==> config.mk <==
export PLATFORM = sky130hd
export DESIGN_NAME = mem_access_unit
export DESIGN_NICKNAME = d
export VERILOG_FILES = /design/src/rtl/mem_access_pkg.sv /design/src/rtl/mem_lane_align.sv /design/src/rtl/mem_access_unit.sv
export SDC_FILE = /design/constraint.sdc
export NUM_CORES = 1
export LEC_CHECK = 0
export CORE_AREA = 5 5 96 165
export CTS_CLUSTER_DIAMETER = 200
export DETAILED_ROUTE_END_ITERATION = 6
export DIE_AREA = 0 0 101 170
export MAX_ROUTING_LAYER = met4
export PLACE_DENSITY = 0.82
export SLEW_MARGIN = 20
export SYNTH_ARGS = -nofsm -noshare
export SYNTH_HDL_FRONTEND = slang
export SYNTH_SLANG_ARGS = --single-unit
==> constraint.sdc <==
create_clock -name clk -period 8.8 [get_ports clk]
set_input_delay 0.88 -clock clk [delete_from_list [all_inputs] [get_ports clk]]
set_output_delay 0.88 -clock clk [all_outputs]
set_load 0.005 [all_outputs]
==> src/rtl/mem_access_pkg.sv <==
// mem_access_pkg
// Shared definitions for the load/store sequencer:
//   - MIPS size/sign op codes carried on the 'op' request field
//   - FSM state encoding for mem_access_unit
//   - request legality check (illegal op code, sub-word store marked
//     unsigned, misaligned half/word access)
package mem_access_pkg;

    // Size/sign codes. Bit 2 set means a zero-extended load.
    localparam logic [2:0] OP_B  = 3'b000;
    localparam logic [2:0] OP_H  = 3'b001;
    localparam logic [2:0] OP_W  = 3'b011;
    localparam logic [2:0] OP_BU = 3'b100;
    localparam logic [2:0] OP_HU = 3'b101;

    // FSM state encoding.
    localparam logic [2:0] ST_IDLE  = 3'd0;
    localparam logic [2:0] ST_READ  = 3'd1;
    localparam logic [2:0] ST_WRITE = 3'd2;
    localparam logic [2:0] ST_DONE  = 3'd3;
    localparam logic [2:0] ST_ERR   = 3'd4;

    // True when a request must be rejected: unknown op code, an unsigned
    // code on a store, or a half/word access that is not naturally aligned.
    function automatic logic req_is_bad(
        input logic       wr,
        input logic [2:0] op,
        input logic [1:0] offset
    );
        logic bad;
        bad = 1'b0;
        case (op)
            OP_B:    bad = 1'b0;
            OP_H:    bad = offset[0];
            OP_W:    bad = (offset != 2'b00);
            OP_BU:   bad = wr;
            OP_HU:   bad = wr | offset[0];
            default: bad = 1'b1;
        endcase
        return bad;
    endfunction

endpackage

==> src/rtl/mem_lane_align.sv <==
// mem_lane_align
// Combinational lane steering between a 32-bit RAM word and a byte/half/word
// access at a given byte offset (little-endian: byte k is bits 8k+7:8k).
// Ports:
//   word        in   32  RAM word (read data or previously read word)
//   offset      in   2   byte offset within the word (addr[1:0])
//   op          in   3   size/sign code (OP_B/OP_H/OP_W/OP_BU/OP_HU)
//   store_data  in   32  store data, lane to store in the low bits
//   store_word  out  32  'word' with the addressed byte/half replaced
//   load_value  out  32  addressed lane, sign- or zero-extended
module mem_lane_align
    import mem_access_pkg::*;
(
    input  logic [31:0] word,
    input  logic [1:0]  offset,
    input  logic [2:0]  op,
    input  logic [31:0] store_data,
    output logic [31:0] store_word,
    output logic [31:0] load_value
);

    logic [7:0]  byte_lane;
    logic [15:0] half_lane;

    // Half accesses are aligned, so offset[1] alone selects the half.
    assign byte_lane = word[{offset, 3'b000} +: 8];
    assign half_lane = offset[1] ? word[31:16] : word[15:0];

    always_comb begin
        // NOTE: every output gets a default first so no path leaves it unassigned (no latch).
        store_word = word;
        load_value = word;
        case (op)
            OP_B, OP_BU: begin
                store_word[{offset, 3'b000} +: 8] = store_data[7:0];
                load_value = (op == OP_B) ? {{24{byte_lane[7]}}, byte_lane}
                                          : {24'h000000, byte_lane};
            end
            OP_H, OP_HU: begin
                if (offset[1]) begin
                    store_word[31:16] = store_data[15:0];
                end else begin
                    store_word[15:0] = store_data[15:0];
                end
                load_value = (op == OP_H) ? {{16{half_lane[15]}}, half_lane}
                                          : {16'h0000, half_lane};
            end
            default: begin
                store_word = store_data;
                load_value = word;
            end
        endcase
    end

endmodule

==> src/rtl/mem_access_unit.sv <==
// mem_access_unit
// Load/store sequencer in front of a word RAM (synchronous write,
// combinational read). Accepts byte-addressed MIPS loads/stores, performs
// word reads/writes (read-modify-write for SB/SH), returns extended load
// data with a one-cycle done pulse and flags illegal/misaligned requests.
// Ports:
//   clk, rst_n        clock, synchronous active-low reset
//   req, wr, op,      request strobe, store flag, size/sign code,
//   addr, wdata       byte address, store data (lane in low bits)
//   ready, busy       request accepted on an edge with req & ready
//   done, err, rdata  completion pulse, error flag, held load result
//   ram_addr, ram_d,  RAM word address, write data, write enable
//   ram_we, ram_q     and combinational read data
module mem_access_unit
    import mem_access_pkg::*;
#(
    parameter int WORD_AW = 10
) (
    input  logic                 clk,
    input  logic                 rst_n,
    input  logic                 req,
    input  logic                 wr,
    input  logic [2:0]           op,
    input  logic [WORD_AW+1:0]   addr,
    input  logic [31:0]          wdata,
    output logic                 ready,
    output logic                 busy,
    output logic                 done,
    output logic                 err,
    output logic [31:0]          rdata,
    output logic [WORD_AW-1:0]   ram_addr,
    output logic [31:0]          ram_d,
    output logic                 ram_we,
    input  logic [31:0]          ram_q
);

    logic [2:0]         state_q, state_d;
    logic [WORD_AW+1:0] addr_q,  addr_d;
    logic [2:0]         op_q,    op_d;
    logic               wr_q,    wr_d;
    logic [31:0]        wdata_q, wdata_d;
    logic [31:0]        word_q,  word_d;
    logic [31:0]        rdata_q, rdata_d;

    logic [31:0] align_word;
    logic [31:0] store_word;
    logic [31:0] load_value;

    // During READ the lanes come straight from the RAM; during WRITE they
    // come from the word captured at the end of READ.
    assign align_word = (state_q == ST_READ) ? ram_q : word_q;

    mem_lane_align u_align (
        .word       (align_word),
        .offset     (addr_q[1:0]),
        .op         (op_q),
        .store_data (wdata_q),
        .store_word (store_word),
        .load_value (load_value)
    );

    always_comb begin
        state_d = state_q;
        addr_d  = addr_q;
        op_d    = op_q;
        wr_d    = wr_q;
        wdata_d = wdata_q;
        word_d  = word_q;
        rdata_d = rdata_q;
        case (state_q)
            ST_IDLE: begin
                if (req) begin
                    addr_d  = addr;
                    op_d    = op;
                    wr_d    = wr;
                    wdata_d = wdata;
                    if (req_is_bad(wr, op, addr[1:0])) begin
                        state_d = ST_ERR;
                    end else if (wr && (op == OP_W)) begin
                        state_d = ST_WRITE;
                    end else begin
                        state_d = ST_READ;
                    end
                end
            end
            ST_READ: begin
                word_d = ram_q;
                if (wr_q) begin
                    state_d = ST_WRITE;
                end else begin
                    rdata_d = load_value;
                    state_d = ST_DONE;
                end
            end
            ST_WRITE: state_d = ST_DONE;
            ST_DONE:  state_d = ST_IDLE;
            ST_ERR:   state_d = ST_IDLE;
            default:  state_d = ST_IDLE;
        endcase
    end

    always_ff @(posedge clk) begin
        // NOTE: reset is synchronous, so it is tested inside the clocked block; state uses <= only.
        if (!rst_n) begin
            state_q <= ST_IDLE;
            addr_q  <= '0;
            op_q    <= '0;
            wr_q    <= 1'b0;
            wdata_q <= '0;
            word_q  <= '0;
            rdata_q <= '0;
        end else begin
            state_q <= state_d;
            addr_q  <= addr_d;
            op_q    <= op_d;
            wr_q    <= wr_d;
            wdata_q <= wdata_d;
            word_q  <= word_d;
            rdata_q <= rdata_d;
        end
    end

    assign ready    = (state_q == ST_IDLE);
    assign busy     = ~ready;
    assign done     = (state_q == ST_DONE) | (state_q == ST_ERR);
    assign err      = (state_q == ST_ERR);
    assign rdata    = rdata_q;
    assign ram_addr = addr_q[WORD_AW+1:2];

    // Gating with rst_n lets a reset that lands on the WRITE cycle kill the
    // write in that same cycle rather than one edge later.
    assign ram_we = (state_q == ST_WRITE) & rst_n;
    assign ram_d  = !ram_we          ? 32'h0000_0000 :
                    (op_q == OP_W)   ? wdata_q       : store_word;

endmodule

==> results.yml, run 1 <==
floorplan:
  dieArea_sq_um: 17200
  die_width_microns: 101
  dieHeight_microns: 170
  coreArea_sq_um: 14300
  placementRows: 58
  pin_count: 162
  start_util_pct: 44.1
final_layout:
  multi_input_area_sq_um: 3620
  final-seq-area_sq_um: 2300
  fin_nets: 989
  layout-drive-gt1-share_pct: 6.36
  fillerInstances: 1290
  post-route-util_pct: 59.2
  area_growth_pct: 34.3
synth:
  synth_seq_area_share_pct: 36.5
  synthTopCellsByArea: "dfxtp_1, nand2_1, mux2i_1"
  syn_area_sq_um: 6300
  synthDistinctLibCells: 59
  synthFlopType: "dfxtp_1"
  synth_edf_count: 0
  avgSynthCellArea_sq_um: 8.00
  synth_top_area_cell: "dfxtp_1"
  yosys_warnings: 0
  synth_cells: 788
  synth.top_cell.area_share_pct: 36.5
  async_flop_share_pct: 0
  syn-num-nets: 876
  ys_ff_latch: 115
timing:
  rsz0062_at_grt: "no"
  setup_viol: 0
  min_period_ps: 4780
  tightest_slew_ps: 1000
  maxSlewViolCount: 0
  max_freq_ghz: 0.209
  period_share_pct: 54.4
  slew_headroom_pct: 32.9
  finClkSkew_ps: 10.6
  finalSetupTns_ps: 0
  finalHoldViolations: 0
cts:
  cts_setup_buffers: 0
  numCtsBuffers: 17
  clock_latency_ps: 410
  cts_buffer_depth: 2
  postCtsResizedCells: 0
  clk_pin_slew_ps: 50
  tritoncts: "yes"
  cts_sinks: 115
  cts-root-buf: "clkbuf_16"
  hold_buffers: 0
  htreeDepth: 4
drt:
  wl_per_cell_microns: 20.3
  dr_total_vias: 6424
  dr.pass1.iters: 5
  drc: 0
  via_per_inst: 5.88
  drt_iter0_markers: 587
  wirelength_microns: 22200
  drt.antenna.violating_nets: 0
setup_path:
  crit_chain: "buf_2 -> buf_4 -> nand2b_1 -> or3b_2 -> clkinv_1 -> o211ai_1 -> a21oi_1 -> clkdlybuf4s50_1"
  crit_fanout: 109
  worst_ep_arrival_time_ps: 3900
  required_ps: 7920
  crit_path_top_delay_cell: "buf_4"
  max_stage_delay_ps: 700
  startpoint_type: "input port"
  critical_path_class: "input port to output pin"
  end_kind: "output pin"
placed_design:
  numPortBuffers: 161
  gp_congestion: 0.997
  post-dp-hpwl_microns: 15800
global_route:
  antenna_found_initial: 1
  grt_overflow: 0
  grt_pass1_wl_microns: 34600
  grt_max_degree: 110
  grt_usage_pct: 26.7
  grt_pass1_vias: 6378
power_and_ir_drop:
  peakVddDrop_mv: 0.151
  p_per_area_nw_per_um2: 214
  p_leak_nw: 3.10
  power.total_mw: 1.82
hold_path:
  hp-class: "flip-flop to flip-flop"
flow_run:
  drv_cap: 0
run_status:
  status: "completed"
==> path summary, 6_finish.rpt <==
check / from / endpoint / slack, ps / cells after the start
hold / removal: wdata_q[24] / wdata_q[24] / 460 / 2
setup / recovery: rst_n / ram_d[12] / 4020 / 8
hold reg to reg: wdata_q[24] / wdata_q[24] / 460 / 2
setup reg to reg: state_q[1] / rdata[5] / 5850 / 6
==> cells by family after synthesis <==
kind of cell | synth area share (%)
simple gates | 19.5
flops | 36.5
buf+inv | 6.35
compound gates | 28.1
fa+ha+maj | 0.992
mux | 8.53
==> per-layer routing <==
layer  up-vias  share of wire [%]  global-route usage, %
li1       3035                  -                      -
met3        79                6.7                   4.55
met1      2998                 37                   29.5
met2       312                 52                   44.5
met5         -                  0                      -
met4         0                5.2                   15.7
==> critical path: cells and delay by family <==
family / cells / cell delay, ps
and+or+nand+nor: 2 / 810
buffers and inverters: 4 / 1810
AOI/OAI and AO/OA: 2 / 340
==> cell usage after synthesis (all sizes together) (2+ instances only) <==
cell,instances
nor2b,31
o221ai,2
inv,6
nor3b,2
buf,31
clkbuf,45
mux4,3
o21bai,2
o211ai,39
a31oi,18
nand2,168
a21oi,62
o211a,3
o32a,2
o31ai,2
dfxtp,115
a221oi,9
a21boi,48
a2111oi,3
and2,2
or3b,2
o21ai,55
o2bb2ai,5
mux2i,43
or4,4
nand2b,14
nand3,15
a22oi,2
nor3,6
a32oi,3
nor2,15
ha,5
or2,2
and2b,2
a211oi,9
==> power breakdown <==
| part | switching, mW | total [mW] | internal [mW] |
|---|---|---|---|
| sequential | 0.0559 | 0.633 | 0.577 |
| clock | 0.244 | 0.723 | 0.479 |
| combinational | 0.261 | 0.459 | 0.199 |
| total | 0.560 | 1.82 | 1.26 |
==> layout make-up <==
| class | count | share of cell area [%] |
|---|---|---|
| clock inverters | 8 | 1.48 |
| diodes | 1 | 0.0296 |
| well taps | 180 | 2.66 |
| clock buffers | 22 | 5.84 |
| inverters | 7 | 0.310 |
| multi-input cells | 590 | 42.7 |
| flip-flops and latches | 115 | 27.2 |
| repair buffers | 170 | 19.8 |
==> registers in the layout, summed over array words and instances, names as in the netlist <==
signal,count
wr_q,1
word_q,32
state_q,3
rdata,32
addr_q,12
op_q,3
wdata_q,32
==> cells in the final DEF (no fill, tap or decap), types with 5 or more instances in the layout <==
cell and instances:
nor2_1 13, buf_4 9, ha_1 5, nor3_1 5, o211ai_1 39, a221oi_1 9
a21oi_1 62, nand2b_1 14, clkbuf_16 17, nand3_1 15, clkbuf_8 5, a21boi_0 48
dfxtp_1 115, mux2i_1 40, o2bb2ai_1 5, clkdlybuf4s50_1 160, a211oi_1 9, nor2b_1 31
nand2_1 168, o21ai_0 52, a31oi_1 18, inv_1 6
==> metrics by stage <==
step	setup WS (ps)	hold WS, ps	cell area, sq um	std cells
final	4020	460	8470	1093
after global routing	3750	482	8470	1093
after CTS	3970	464	8460	1092
after detailed placement	4060	457	7840	1062
after global placement	4100	454	7840	1062
after floorplan	5350	439	6300	788
Note: power is estimated with default switching activity, not from simulation.
==> run 2, diff against run 1 <==
--- a/config.mk
+++ b/config.mk
@@ -10,7 +10,7 @@
 export DETAILED_ROUTE_END_ITERATION = 6
 export DIE_AREA = 0 0 101 170
 export MAX_ROUTING_LAYER = met4
-export PLACE_DENSITY = 0.82
+export PLACE_DENSITY = 0.85
 export SLEW_MARGIN = 20
 export SYNTH_ARGS = -nofsm -noshare
 export SYNTH_HDL_FRONTEND = slang
==> constraint.sdc (replaced) <==
create_clock -name clk -period 4 [get_ports clk]
set_input_delay 0.4 -clock clk [delete_from_list [all_inputs] [get_ports clk]]
set_output_delay 0.4 -clock clk [all_outputs]
set_load 0.005 [all_outputs]
==> results.yml, run 2 (synthesized netlist as in run 1, its figures left out) <==
cts:
  clk_pin_slew_ps: 50
  cts_buffer_depth: 2
  numCtsBuffers: 17
  cts-root-buf: "clkbuf_16"
  htreeDepth: 4
  cts_sinks: 115
  cts_setup_buffers: 0
  postCtsResizedCells: 0
  tritoncts: "yes"
  hold_buffers: 0
  clock_latency_ps: 420
power_and_ir_drop:
  p_per_area_nw_per_um2: 470
  seqPwrFrac_pct: 34.0
  p_sw_mw: 1.22
  p_leak_nw: 3.17
  pwr-share-comb_pct: 25.3
  peakVddDrop_mv: 0.306
  clock_power_share_pct: 40.7
  p_sw_share_pct: 30.2
  intPower_mw: 2.82
placed_design:
  gp_congestion: 0.942
  placed_area_sq_um: 7940
  dpl_worst_slack_ps: 719
  post-dp-hpwl_microns: 15200
  numPortBuffers: 161
setup_path:
  startpoint_type: "flip-flop"
  worst_ep_arrival_time_ps: 3250
  crit_fanout: 17
  end_kind: "output pin"
  ff2ff_path_depth: 6
  required_ps: 3600
  r2r_slack_ps: 900
  critical_path_class: "flip-flop to output pin"
  rr_endpoint: "rdata[5]"
  r2r_start: "state_q[0]"
timing:
  worst_slack_ps: 355
  slew_headroom_pct: 27.2
  finalHoldViolations: 0
  max_freq_ghz: 0.274
  finalSetupTns_ps: 0
  setup_viol: 0
  tightest_slew_ps: 1060
  finClkSkew_ps: 10.6
  rsz0062_at_grt: "no"
  maxSlewViolCount: 0
  min_period_ps: 3650
  period_share_pct: 91.1
final_layout:
  fin_area_sq_um: 8590
  fin_nets: 1003
  layout_common_cells: "nand2_1, clkdlybuf4s50_1, dfxtp_1, a21oi_1, o21ai_0"
  layout-drive-gt1-share_pct: 7.87
  final_common_cell: "nand2_1"
  antenna_cells: 0
  area_growth_pct: 36.2
floorplan:
  die_width_microns: 101
  dieArea_sq_um: 17200
  placementRows: 58
  dieHeight_microns: 170
  start_util_pct: 44.1
  pin_count: 162
  coreArea_sq_um: 14300
global_route:
  grt_overflow: 0
  grt_max_degree: 58
  antenna_found_initial: 0
  grt_usage_pct: 24.9
  grt_pass1_wl_microns: 32600
  grt_pass1_vias: 6289
run_status:
  status: "completed"
hold_path:
  whs_path_depth: 3
  min_from: "rst_n"
  whs_endpoint: "state_q[0]"
  hp-class: "input port to flip-flop"
drt:
  drt_iter0_markers: 623
  via_per_inst: 5.91
  drt.antenna.violating_nets: 0
  wl_per_cell_microns: 19.1
  drc: 0
  dr.pass1.iters: 6
  wirelength_microns: 21200
  dr_total_vias: 6546
flow_run:
  drv_cap: 0
## run 2: per-layer routing
layer	vias up	track usage (%)	wire length (microns)	share of wire, %
met4	0	14.7	1180	5.6
li1	3069	-	-	-
met3	101	3.94	1720	8.1
met1	3014	26.6	7580	36
met2	362	42.7	10700	51
met5	-	-	0	0
## run 2: how the worst max path moves through the flow
stage | startpoint | endpoint | cells past startpoint
3_3_place_gp | addr_q[0] | ram_d[22] | 9
2_1_floorplan | addr_q[1] | ram_d[16] | 9
5_1_grt | state_q[0] | ram_d[3] | 7
6_report | state_q[0] | ram_d[11] | 7
4_1_cts | addr_q[0] | ram_d[19] | 9
3_5_place_dp | addr_q[0] | ram_d[19] | 9
## run 2: worst max-delay path, stage by stage (launching register included)
cell,delay [ps]
dfxtp_1,420
or3b_2,730
buf_4,310
mux2i_1,240
o21ai_0,220
o211ai_1,100
a21oi_1,240
clkdlybuf4s50_1,560
## run 2: layout make-up
cell class / instances / area, sq um
fill: 1245 / 5710
inverter: 7 / 26.3
multi-input combinational: 590 / 3610
timing repair buffer: 184 / 1780
tap: 180 / 225
clock buffer: 20 / 467
sequential: 115 / 2300
clock inverter: 12 / 179
## run 2: through the flow
step	hold WS (ps)	cells	utilization [%]	power, mW
floorplan	439	788	-	1.99
global placement	448	1076	55.6	2.37
detailed placement	455	1076	55.6	2.39
CTS	341	1108	60.1	4.04
global route	363	1108	60.1	4.20
finish	349	1108	60.1	4.04
## run 2: power groups by stage
stage                     Sequential (mW)  Clock, mW  Combinational (mW)
after detailed placement             1.39          0                1.00
after global placement               1.39          0               0.982
final                                1.37       1.64                1.02
after floorplan                      1.36          0               0.627
after CTS                            1.37       1.66                1.01
after global routing                 1.39       1.71                1.10
==> run 3, diff against run 2 <==
--- a/config.mk
+++ b/config.mk
@@ -5,10 +5,10 @@
 export SDC_FILE = /design/constraint.sdc
 export NUM_CORES = 1
 export LEC_CHECK = 0
-export CORE_AREA = 5 5 96 165
+export CORE_AREA = 5 5 125 127
 export CTS_CLUSTER_DIAMETER = 200
 export DETAILED_ROUTE_END_ITERATION = 6
-export DIE_AREA = 0 0 101 170
+export DIE_AREA = 0 0 130 132
 export MAX_ROUTING_LAYER = met4
 export PLACE_DENSITY = 0.85
 export SLEW_MARGIN = 20
==> results.yml, run 3 (synthesized netlist as in run 1, its figures left out) <==
run_status:
  status: "completed"
timing:
  worst_slack_ps: 407
  slew_headroom_pct: 36.1
  finalHoldViolations: 0
  maxSlewViolCount: 0
  min_period_ps: 3590
  finalSetupTns_ps: 0
  hold_ws_ps: 341
  max_freq_ghz: 0.278
  period_share_pct: 89.8
  tightest_slew_ps: 958
  finClkSkew_ps: 13.1
  setup_viol: 0
  rsz0062_at_grt: "no"
cts:
  clk_pin_slew_ps: 50
  htreeDepth: 4
  postCtsResizedCells: 0
  hold_buffers: 0
  cts-root-buf: "clkbuf_16"
  tritoncts: "yes"
  cts_sinks: 115
  cts_setup_buffers: 0
  numCtsBuffers: 17
  cts_buffer_depth: 2
  clock_latency_ps: 430
power_and_ir_drop:
  peakVddDrop_mv: 0.324
  p_sw_share_pct: 30.1
  power.total_mw: 4.03
  clock_power_share_pct: 40.7
  pwr-share-comb_pct: 25.4
  p_sw_mw: 1.21
  p_leak_nw: 3.13
  intPower_mw: 2.82
  seqPwrFrac_pct: 33.8
  p_per_area_nw_per_um2: 473
setup_path:
  crit_chain: "or3b_2 -> buf_12 -> mux2i_1 -> o21ai_0 -> o211ai_1 -> a21oi_1 -> clkdlybuf4s50_1"
  cp_top_family: "buffers and inverters"
  startpoint_type: "flip-flop"
  critical_path_class: "flip-flop to output pin"
  worst_ep_arrival_time_ps: 3190
  max_stage_delay_ps: 580
  end_kind: "output pin"
  cp_num_buf_inv: 2
  crit_path_top_delay_cell: "or3b_2"
  required_ps: 3600
  crit_fanout: 48
hold_path:
  hp-class: "input port to flip-flop"
drt:
  dr.pass1.iters: 6
  wirelength_microns: 20900
  dr_total_vias: 6470
  drt.antenna.violating_nets: 0
  wl_per_cell_microns: 19.0
  via_per_inst: 5.87
  drc: 0
  drt_iter0_markers: 883
placed_design:
  numPortBuffers: 161
  post-dp-hpwl_microns: 14500
  dp_cells: 1071
  dpl_worst_slack_ps: 968
  gp_congestion: 0.947
  placed_area_sq_um: 7890
final_layout:
  area_growth_pct: 35.3
  layout_common_cells: "nand2_1, clkdlybuf4s50_1, dfxtp_1, a21oi_1, o21ai_0"
  stdcell_count: 1103
  final_common_cell: "nand2_1"
  fin_nets: 994
  post-route-util_pct: 59.6
  layout-drive-gt1-share_pct: 6.64
  fin_area_sq_um: 8530
  antenna_cells: 0
floorplan:
  coreArea_sq_um: 14300
  placementRows: 44
  dieArea_sq_um: 17200
  dieHeight_microns: 132
  start_util_pct: 44.0
  pin_count: 162
  die_width_microns: 130
global_route:
  use_met2_pct: 34.2
  grt_pass1_wl_microns: 32300
  antenna_found_initial: 0
  grt_util_met1_pct: 33.6
  grt_overflow: 0
  grt_use_met3_pct: 8.23
  top_usage_layer: "met2"
  grt_usage_pct: 24.5
  grt_pass1_vias: 6004
  grt_max_degree: 109
flow_run:
  drv_cap: 0
==> run 3: worst paths after layout <==
kind	cells after the start	startpoint	slack [ps]	endpoint
max	7	state_q[0]	410	ram_d[4]
min	3	rst_n	340	state_q[0]
max reg2reg	6	state_q[0]	1210	rdata[1]
min reg2reg	2	rdata[6]	450	rdata[6]
==> run 3: tightest hold or removal path: stages <==
cell and delay [ps]:
buf_2 120, nand2b_1 110, o31ai_1 80
==> run 3: layout make-up <==
cell class,instances,area [sq um]
Multi-Input combinational cell,590,3610
Clock buffer,23,488
Inverter,7,26.3
Fill cell,1225,5780
Tap cell,184,230
Clock inverter,9,150
Timing Repair Buffer,175,1720
Sequential cell,115,2300
==> run 3: power by group through the flow <==
stage	combinational, mW	sequential [mW]	clock (mW)
2_1_floorplan	0.627	1.36	0
3_3_place_gp	0.991	1.38	0
3_5_place_dp	1.00	1.38	0
4_1_cts	1.01	1.36	1.65
5_1_grt	1.11	1.38	1.72
6_report	1.03	1.36	1.64
==> run 3: layer usage <==
| metal | up-vias | routed length [microns] |
|---|---|---|
| met1 | 2974 | 8840 |
| met5 | - | 0 |
| met4 | 0 | 471 |
| li1 | 3044 | - |
| met3 | 48 | 2480 |
| met2 | 404 | 9110 |
